**config.mk**
```make
export PLATFORM = sky130hd
export DESIGN_NAME = rfft_drain
export DESIGN_NICKNAME = d
export VERILOG_FILES = /design/src/rtl/rfft_drain.sv
export SDC_FILE = /design/constraint.sdc
export NUM_CORES = 1
export LEC_CHECK = 0
export CORE_MARGIN = 3
export CORE_UTILIZATION = 46
export DETAILED_ROUTE_END_ITERATION = 10
export HOLD_SLACK_MARGIN = 0.05
export MAX_ROUTING_LAYER = met4
export PLACE_DENSITY = 0.9
export SYNTH_ARGS = -nofsm -noshare
export SYNTH_HDL_FRONTEND = slang
export SYNTH_SLANG_ARGS = --single-unit
```
**constraint.sdc**
```tcl
create_clock -name Clk -period 5.4 [get_ports Clk]
set_clock_uncertainty 0.05 [all_clocks]
set_input_delay 0.81 -clock Clk [delete_from_list [all_inputs] [get_ports Clk]]
set_output_delay 0.81 -clock Clk [all_outputs]
set_load 0.01 [all_outputs]
```
**src/rtl/rfft_drain.sv**
```systemverilog
// Streams the 256 RFFT results from four 64-word banks, natural or bit-reversed order.
// First word 3 cycles after start; 2-entry skid FIFO, reads stall when it would overflow.
module rfft_drain #(
  parameter int WIDTH  = 32,
  parameter int NPTS   = 256,
  parameter bit BITREV = 1'b0
) (
  input  logic             Clk,
  input  logic             Reset_n,
  input  logic             start,
  output logic [5:0]       addr_a,
  output logic [5:0]       addr_b,
  input  logic [WIDTH-1:0] ram_out0,
  input  logic [WIDTH-1:0] ram_out1,
  input  logic [WIDTH-1:0] ram_out2,
  input  logic [WIDTH-1:0] ram_out3,
  output logic [WIDTH-1:0] data_out,
  output logic [7:0]       data_idx,
  output logic             valid,
  input  logic             ready,
  output logic             last,
  output logic             busy,
  output logic             done
);

  localparam logic [7:0] LAST_K = 8'(NPTS - 1);

  typedef enum logic [1:0] {IDLE, RUN, FLUSH} state_t;

  state_t           state;
  state_t           state_nxt;
  logic [7:0]       k;
  logic [7:0]       samp;
  logic             issue;
  logic             pop;
  logic [2:0]       slots_used;
  logic             drain_end;
  logic             rd_vld;
  logic [1:0]       rd_bank;
  logic [7:0]       rd_idx;
  logic [WIDTH-1:0] rd_dat;
  logic [WIDTH-1:0] fifo_dat [2];
  logic [7:0]       fifo_idx [2];
  logic             wr_ptr;
  logic             rd_ptr;
  logic [1:0]       occ;

  function automatic logic [7:0] bitrev8(input logic [7:0] v);
    logic [7:0] r;
    for (int i = 0; i < 8; i++) r[i] = v[7-i];
    return r;
  endfunction

  assign samp   = BITREV ? bitrev8(k) : k;
  assign addr_a = (state == RUN) ? samp[5:0] : 6'd0;
  assign addr_b = (state == RUN) ? samp[5:0] : 6'd0;

  assign valid = (occ != 2'd0);
  assign pop   = valid && ready;
  // A read issued now lands in the FIFO next cycle, so count it against the 2 slots.
  assign slots_used = {1'b0, occ} + {2'b00, rd_vld} - {2'b00, pop};
  assign issue      = (state == RUN) && (slots_used < 3'd2);
  assign drain_end  = (state == FLUSH) && !rd_vld &&
                      ((occ == 2'd0) || ((occ == 2'd1) && pop));

  assign busy     = (state != IDLE);
  assign data_out = valid ? fifo_dat[rd_ptr] : '0;
  assign data_idx = valid ? fifo_idx[rd_ptr] : 8'd0;
  assign last     = valid && (data_idx == LAST_K);

  always_comb begin
    rd_dat = ram_out0;
    case (rd_bank)
      2'd0: rd_dat = ram_out0;
      2'd1: rd_dat = ram_out1;
      2'd2: rd_dat = ram_out2;
      2'd3: rd_dat = ram_out3;
      default: rd_dat = ram_out0;
    endcase
  end

  always_comb begin
    state_nxt = state;
    case (state)
      IDLE:    if (start) state_nxt = RUN;
      RUN:     if (issue && (k == LAST_K)) state_nxt = FLUSH;
      FLUSH:   if (drain_end) state_nxt = IDLE;
      default: state_nxt = IDLE;
    endcase
  end

  always_ff @(posedge Clk) begin
    if (!Reset_n) state <= IDLE;
    else          state <= state_nxt;
  end

  always_ff @(posedge Clk) begin
    if (!Reset_n) begin
      k       <= 8'd0;
      rd_vld  <= 1'b0;
      rd_bank <= 2'd0;
      rd_idx  <= 8'd0;
      wr_ptr  <= 1'b0;
      rd_ptr  <= 1'b0;
      occ     <= 2'd0;
      done    <= 1'b0;
      for (int i = 0; i < 2; i++) begin
        fifo_dat[i] <= '0;
        fifo_idx[i] <= 8'd0;
      end
    end else begin
      done <= drain_end;
      if ((state == IDLE) && start) k <= 8'd0;
      else if (issue)               k <= k + 8'd1;
      // Bank id and position travel alongside the one-cycle RAM read.
      rd_vld <= issue;
      if (issue) begin
        rd_bank <= samp[7:6];
        rd_idx  <= k;
      end
      if (rd_vld) begin
        fifo_dat[wr_ptr] <= rd_dat;
        fifo_idx[wr_ptr] <= rd_idx;
        wr_ptr           <= ~wr_ptr;
      end
      if (pop) rd_ptr <= ~rd_ptr;
      occ <= occ + {1'b0, rd_vld} - {1'b0, pop};
    end
  end

endmodule

```
# After elaboration in Yosys (flattened, before gate mapping)

Memories as Yosys holds them, arrays and structs flattened. A register that Yosys moved wholly into a read port is not among the register bits.
Cells that the tools add are included.

Bits in registers: 26
Bits in latches: 0
Bits in writable memories: 80
Bits in read-only memories: 0
Input port bits: 132
Logic and storage cells: 72
Memories: 2

Memories:

| name     | words | bits a word | rd ports | clocked after memory_dff | write ports | RTL line | text |
|---|---|---|---|---|---|---|---|
| fifo_dat | 2     | 32          | 1        | 1                        | 2           | 42       | `logic [WIDTH-1:0] fifo_dat [2];` |
| fifo_idx | 2     | 8           | 1        | 1                        | 2           | 43       | `logic [7:0] fifo_idx [2];` |

Add/subtract/negate cells: 5
$mul: 0
Divide/modulo/power cells: 0
Order comparisons: 1
Eq/ne operators: 11
Shifts and indexed selects: 0
Multiplexer cells: 22
Bitwise operators: 3
Reductions and logical operators: 19

Operators by type and width:

| kind                                                                 | count |
|---|---|
| 32-bit case mux with 4 select lines                                  | 1 |
| 32-bit two-way mux                                                   | 2 |
| 32-bit OR reduction                                                  | 1 |
| 8-bit == test, second input constant                                 | 2 |
| 8-bit two-way mux                                                    | 2 |
| 1-bit two-way mux                                                    | 12 |
| 8-bit by 1-bit adder with 8-bit output, second input constant        | 1 |
| 1-bit logical AND                                                    | 8 |
| 8-bit OR reduction                                                   | 1 |
| 2-bit by 1-bit == test with 1-bit output, second input constant      | 3 |
| 2-bit == test, second input constant                                 | 3 |
| 2-bit zero test                                                      | 3 |
| 2-bit two-way mux                                                    | 3 |
| 6-bit two-way mux                                                    | 1 |
| 2-bit case mux with 3 select lines                                   | 1 |
| 2-bit != test, second input constant                                 | 2 |
| 2-bit nonzero test                                                   | 2 |
| 2-bit by 1-bit adder with 3-bit output                               | 1 |
| 3-bit by 2-bit < comparator with 1-bit output, second input constant | 1 |
| 1-bit NOT                                                            | 3 |
| 3-bit AND reduction                                                  | 1 |
| 3-bit by 1-bit subtractor with 3-bit output                          | 1 |
| 2-bit by 1-bit adder with 2-bit output                               | 1 |
| 2-bit by 1-bit != test with 1-bit output, second input constant      | 1 |
| 4 further kinds                                                      | 4 |

# Depth between registers and ports, before layout

Depth in word-level cells: 8
Gate-level depth with buffers: 12
Depth with buffers taken out: 9

# Least setup slack after synthesis

Ideal clock, no wire load.

Kind: reg2reg
Start point: reg rd_vld
End point: mem fifo_dat[0][0] (enable)
Setup time: 0.493 ns
Arrival time: 3.277 ns
Required time: 4.857 ns
Path slack: 1.581 ns
Stages on the path, launching flop included: 3
Buffers on the path: 0
Path through: dfxtp_1 > inv_1 > o21ai_0

RTL lines:

| item                   | RTL line | text |
|---|---|---|
| start, declared        | 38       | `logic rd_vld;` |
| start signal, assigned | 116      | `rd_vld <= issue;` |
| end, declared          | 42       |  |

# Final worst setup path

Start point: in ready
End point: reg k[4]

Word-level cells in the longest chain between the ends: 4

RTL lines:

| item                                          | RTL line | text |
|---|---|---|
| start, declared                               | 20       | `input logic ready,` |
| 1-bit logical AND                             | 59       | `assign pop = valid && ready;` |
| via pop                                       | 35       | `logic pop;` |
| 3-bit by 1-bit subtractor with 3-bit output   | 61       | `assign slots_used = {1'b0, occ} + {2'b00, rd_vld} - {2'b00, pop};` |
| via slots_used[1]                             | 36       | `logic [2:0] slots_used;` |
| 3-bit by 2-bit < comparator with 1-bit output | 62       | `assign issue = (state == RUN) && (slots_used < 3'd2);` |
| 1-bit logical AND                             | 62       |  |
| end signal, assigned                          | 114      | `else if (issue) k <= k + 8'd1;` |
| end, declared                                 | 32       | `logic [7:0] k;` |

The timed path passes the listed nets, and every way through them passes these cells.
A chain may end at the register's enable or synchronous reset.

==> flow_summary.json <==
{
  "synth-edff-count": 80,
  "row_count": 39,
  "overflow": 0,
  "hold_buffers": 0,
  "clk_latency_ps": 330,
  "syn_inst": 450,
  "synth_compound_area_share_pct": 3.65,
  "place_inst": 747,
  "path_cells": "clkdlybuf4s50_1 > o21ai_0 > inv_1 > ha_1 > inv_1 > ha_1 > fa_1 > nand4bb_1 > or4_1 > a21oi_1",
  "worstSetupPathDepth": 10,
  "cts_tree": "done",
  "grt_pass1_vias": 4276,
  "yosysWarnings": 0,
  "worstHoldPathType": "reg2reg",
  "pre_cts_ws_ps": 1710,
  "drt-total-wl_mm": 14.0,
  "wire_per_inst_um": 18.4,
  "final_common_cell": "clkdlybuf4s50_1",
  "critPathLaunchType": "input port",
  "ys_ff_latch": 105,
  "end_kind": "register",
  "synth_area_leaders": "edfxtp_1 43%, mux4_2 13%, and2_1 10%, dfxtp_1 8.9%, mux2i_1 7.5%",
  "cp.arrival_ps": 3570,
  "synth_fa_ha_area_share_pct": 1.02,
  "min_period_ps": 3360,
  "reg2reg_depth": 9,
  "synthArstFlopShare_pct": 0,
  "place.gp.congestion": 0.793,
  "fin_hold_ws_ps": 451,
  "htree_levels": 3,
  "peakVddDrop_mv": 0.197,
  "p_leak_uw": 0.00268,
  "nFillCells": 863,
  "synth_top_family_by_area": "multiplexers",
  "synth_top_cell_area_share_pct": 42.8,
  "switching_share_pct": 30.3,
  "via_per_inst": 5.44,
  "r2r-end": "k[4]",
  "power.share.sequential_pct": 43.3,
  "syn-num-nets": 586,
  "grt_usage_pct": 21.0,
  "postCtsSetupBuffers": 0,
  "final_cell_mix": "187 x clkdlybuf4s50_1, 91 x and2_1, 80 x edfxtp_1, 42 x mux2i_1, 42 x nor2_1",
  "worstPathMaxFanout": 9,
  "clock-sinks": 105,
  "io_pins": 188,
  "p_switching_uw": 725,
  "setup_violations": 0,
  "final-hold-violation-count": 0,
  "vias": 4154,
  "min-delay-start": "rd_idx[1]",
  "crit_path_end": "k[4]",
  "synth_xor_area_share_pct": 0.757,
  "start_util_pct": 48.2,
  "fin_cells": 763,
  "finalInstanceArea_um2": 7800,
  "antenna_cells": 0,
  "slew_violations": 0,
  "cp_data_required_time_ps": 5610,
  "synth.distinct_cells": 42,
  "rr_startpoint": "occ[1]",
  "crit_family": "adder cells",
  "post-route-worst-setup-slack_ps": 2040,
  "cp_slowest_cell": "or4_1",
  "slew_headroom_pct": 30.8,
  "ctsResizeCount": 0,
  "muxShareOfSynthArea_pct": 20.3,
  "synth-simple-area-share_pct": 18.5,
  "syn_to_final_growth_pct": 38.9,
  "synthFlopType": "edfxtp_1",
  "clk_pin_slew_ps": 70,
  "place_area_um2": 7530,
  "rsz0062_at_grt": "false",
  "die_w_um": 117,
  "cp_slowest_stage_delay_ps": 560,
  "period_share_pct": 62.2,
  "outcome": "finished, final reports clean",
  "combPwrFrac_pct": 32.0,
  "first_iter_violations": 202,
  "ys_seq_area_share_pct": 51.7,
  "nNetsFinal": 751,
  "drc_errors": 0,
  "cts_root_buf": "clkbuf_16",
  "tightestPinTransition_ps": 1040,
  "cts_buffers": 9,
  "syn_avg_cell_area_um2": 12.5,
  "r2r_slack_ps": 2330,
  "startpoint": "ready",
  "synth.cell_area_um2": 5620,
  "final_antenna_net_count": 0,
  "drive_gt1_share_pct": 9.84,
  "coreArea_um2": 11700,
  "grt_max_degree": 45,
  "maxCapViolCount": 0,
  "die_height_um": 117,
  "grt_pass1_wl_mm": 21.3,
  "setup_tns_ps": 0,
  "yosys.area.top_type": "edfxtp_1",
  "hpwlAfterDp_mm": 10.6,
  "clock_path_buffers": 2,
  "die_area_um2": 13600,
  "io_buffers": 187,
  "dr.pass1.iters": 4,
  "worst-setup-path-type": "in2reg",
  "power_density_nw_per_um2": 306,
  "fmax_mhz": 298,
  "path_buf_inv": 3,
  "intPower_uw": 1660,
  "p_clk_share_pct": 24.8,
  "antenna_found_initial": 0
}
registers in the layout, summed over array words and instances (netlist names), named ones only:
name / count
rd_vld: 1
k: 8
occ: 2
fifo_idx: 16
wr_ptr: 1
state: 2
rd_ptr: 1
rd_bank: 2
done: 1
rd_idx: 6
fifo_dat: 64
power groups by stage:
stage | sequential [µW] | combinational (µW) | clock [µW]
final | 1030 | 764 | 592
after global routing | 1050 | 828 | 640
after CTS | 1040 | 773 | 600
after detailed placement | 1050 | 769 | 0
after global placement | 1050 | 742 | 0
after floorplan | 1010 | 446 | 0
layout make-up:
class / count / area (µm²) / share of cell area, %
clock buffer: 10 / 229 / 2.93
tap: 143 / 179 / 2.29
multi-input combinational: 299 / 2510 / 32.2
clock inverter: 6 / 41.3 / 0.529
timing repair buffer: 192 / 1910 / 24.5
sequential: 105 / 2910 / 37.2
inverter: 8 / 30.0 / 0.385
routing by layer:
layer  GRT usage [%]  up-vias  wire [µm]
met5               -        -          0
met4            6.19        0        288
met3            5.18       23        913
met2            36.5      144       7670
met1            24.1     2018       5170
li1                -     1969          -
tightest hold or removal path: stages (launching register included):
cell	delay (ps)
dfxtp_1	310
o21ai_0	60
a21boi_0	70
through the flow:
step / util [%] / total power [µW]
6_report: 66.9 / 2390
5_1_grt: 66.9 / 2510
3_3_place_gp: 64.6 / 1790
2_1_floorplan: - / 1460
4_1_cts: 66.9 / 2410
3_5_place_dp: 64.6 / 1820
worst min-delay path by stage:
stage	end	cells after the start
CTS	rd_idx[1]	2
floorplan	rd_idx[5]	2
global placement	rd_idx[2]	2
finish	rd_idx[1]	2
detailed placement	rd_idx[1]	2
global route	rd_idx[1]	2
synth_stat cells (all sizes together), types with 2 or more instances:
| cell | count |
|---|---|
| nor4 | 2 |
| xnor2 | 2 |
| mux4 | 32 |
| nor2 | 44 |
| o21ai | 12 |
| nand2 | 5 |
| nand2b | 3 |
| xor2 | 2 |
| mux2i | 42 |
| dfxtp | 25 |
| clkbuf | 17 |
| buf | 21 |
| nand3b | 4 |
| or3 | 2 |
| ha | 3 |
| nand3 | 13 |
| a21boi | 8 |
| nand4 | 3 |
| edfxtp | 80 |
| and3 | 2 |
| or4 | 4 |
| inv | 8 |
| and2 | 91 |
| a21oi | 8 |
| or3b | 2 |
| o31ai | 4 |
logic make-up after synthesis:
family	Yosys count
fa+ha+maj	4
xor+xnor	4
compound gates	34
flops	105
simple gates	183
mux	74
buf+inv	46
(Power assumes the default switching activity.)
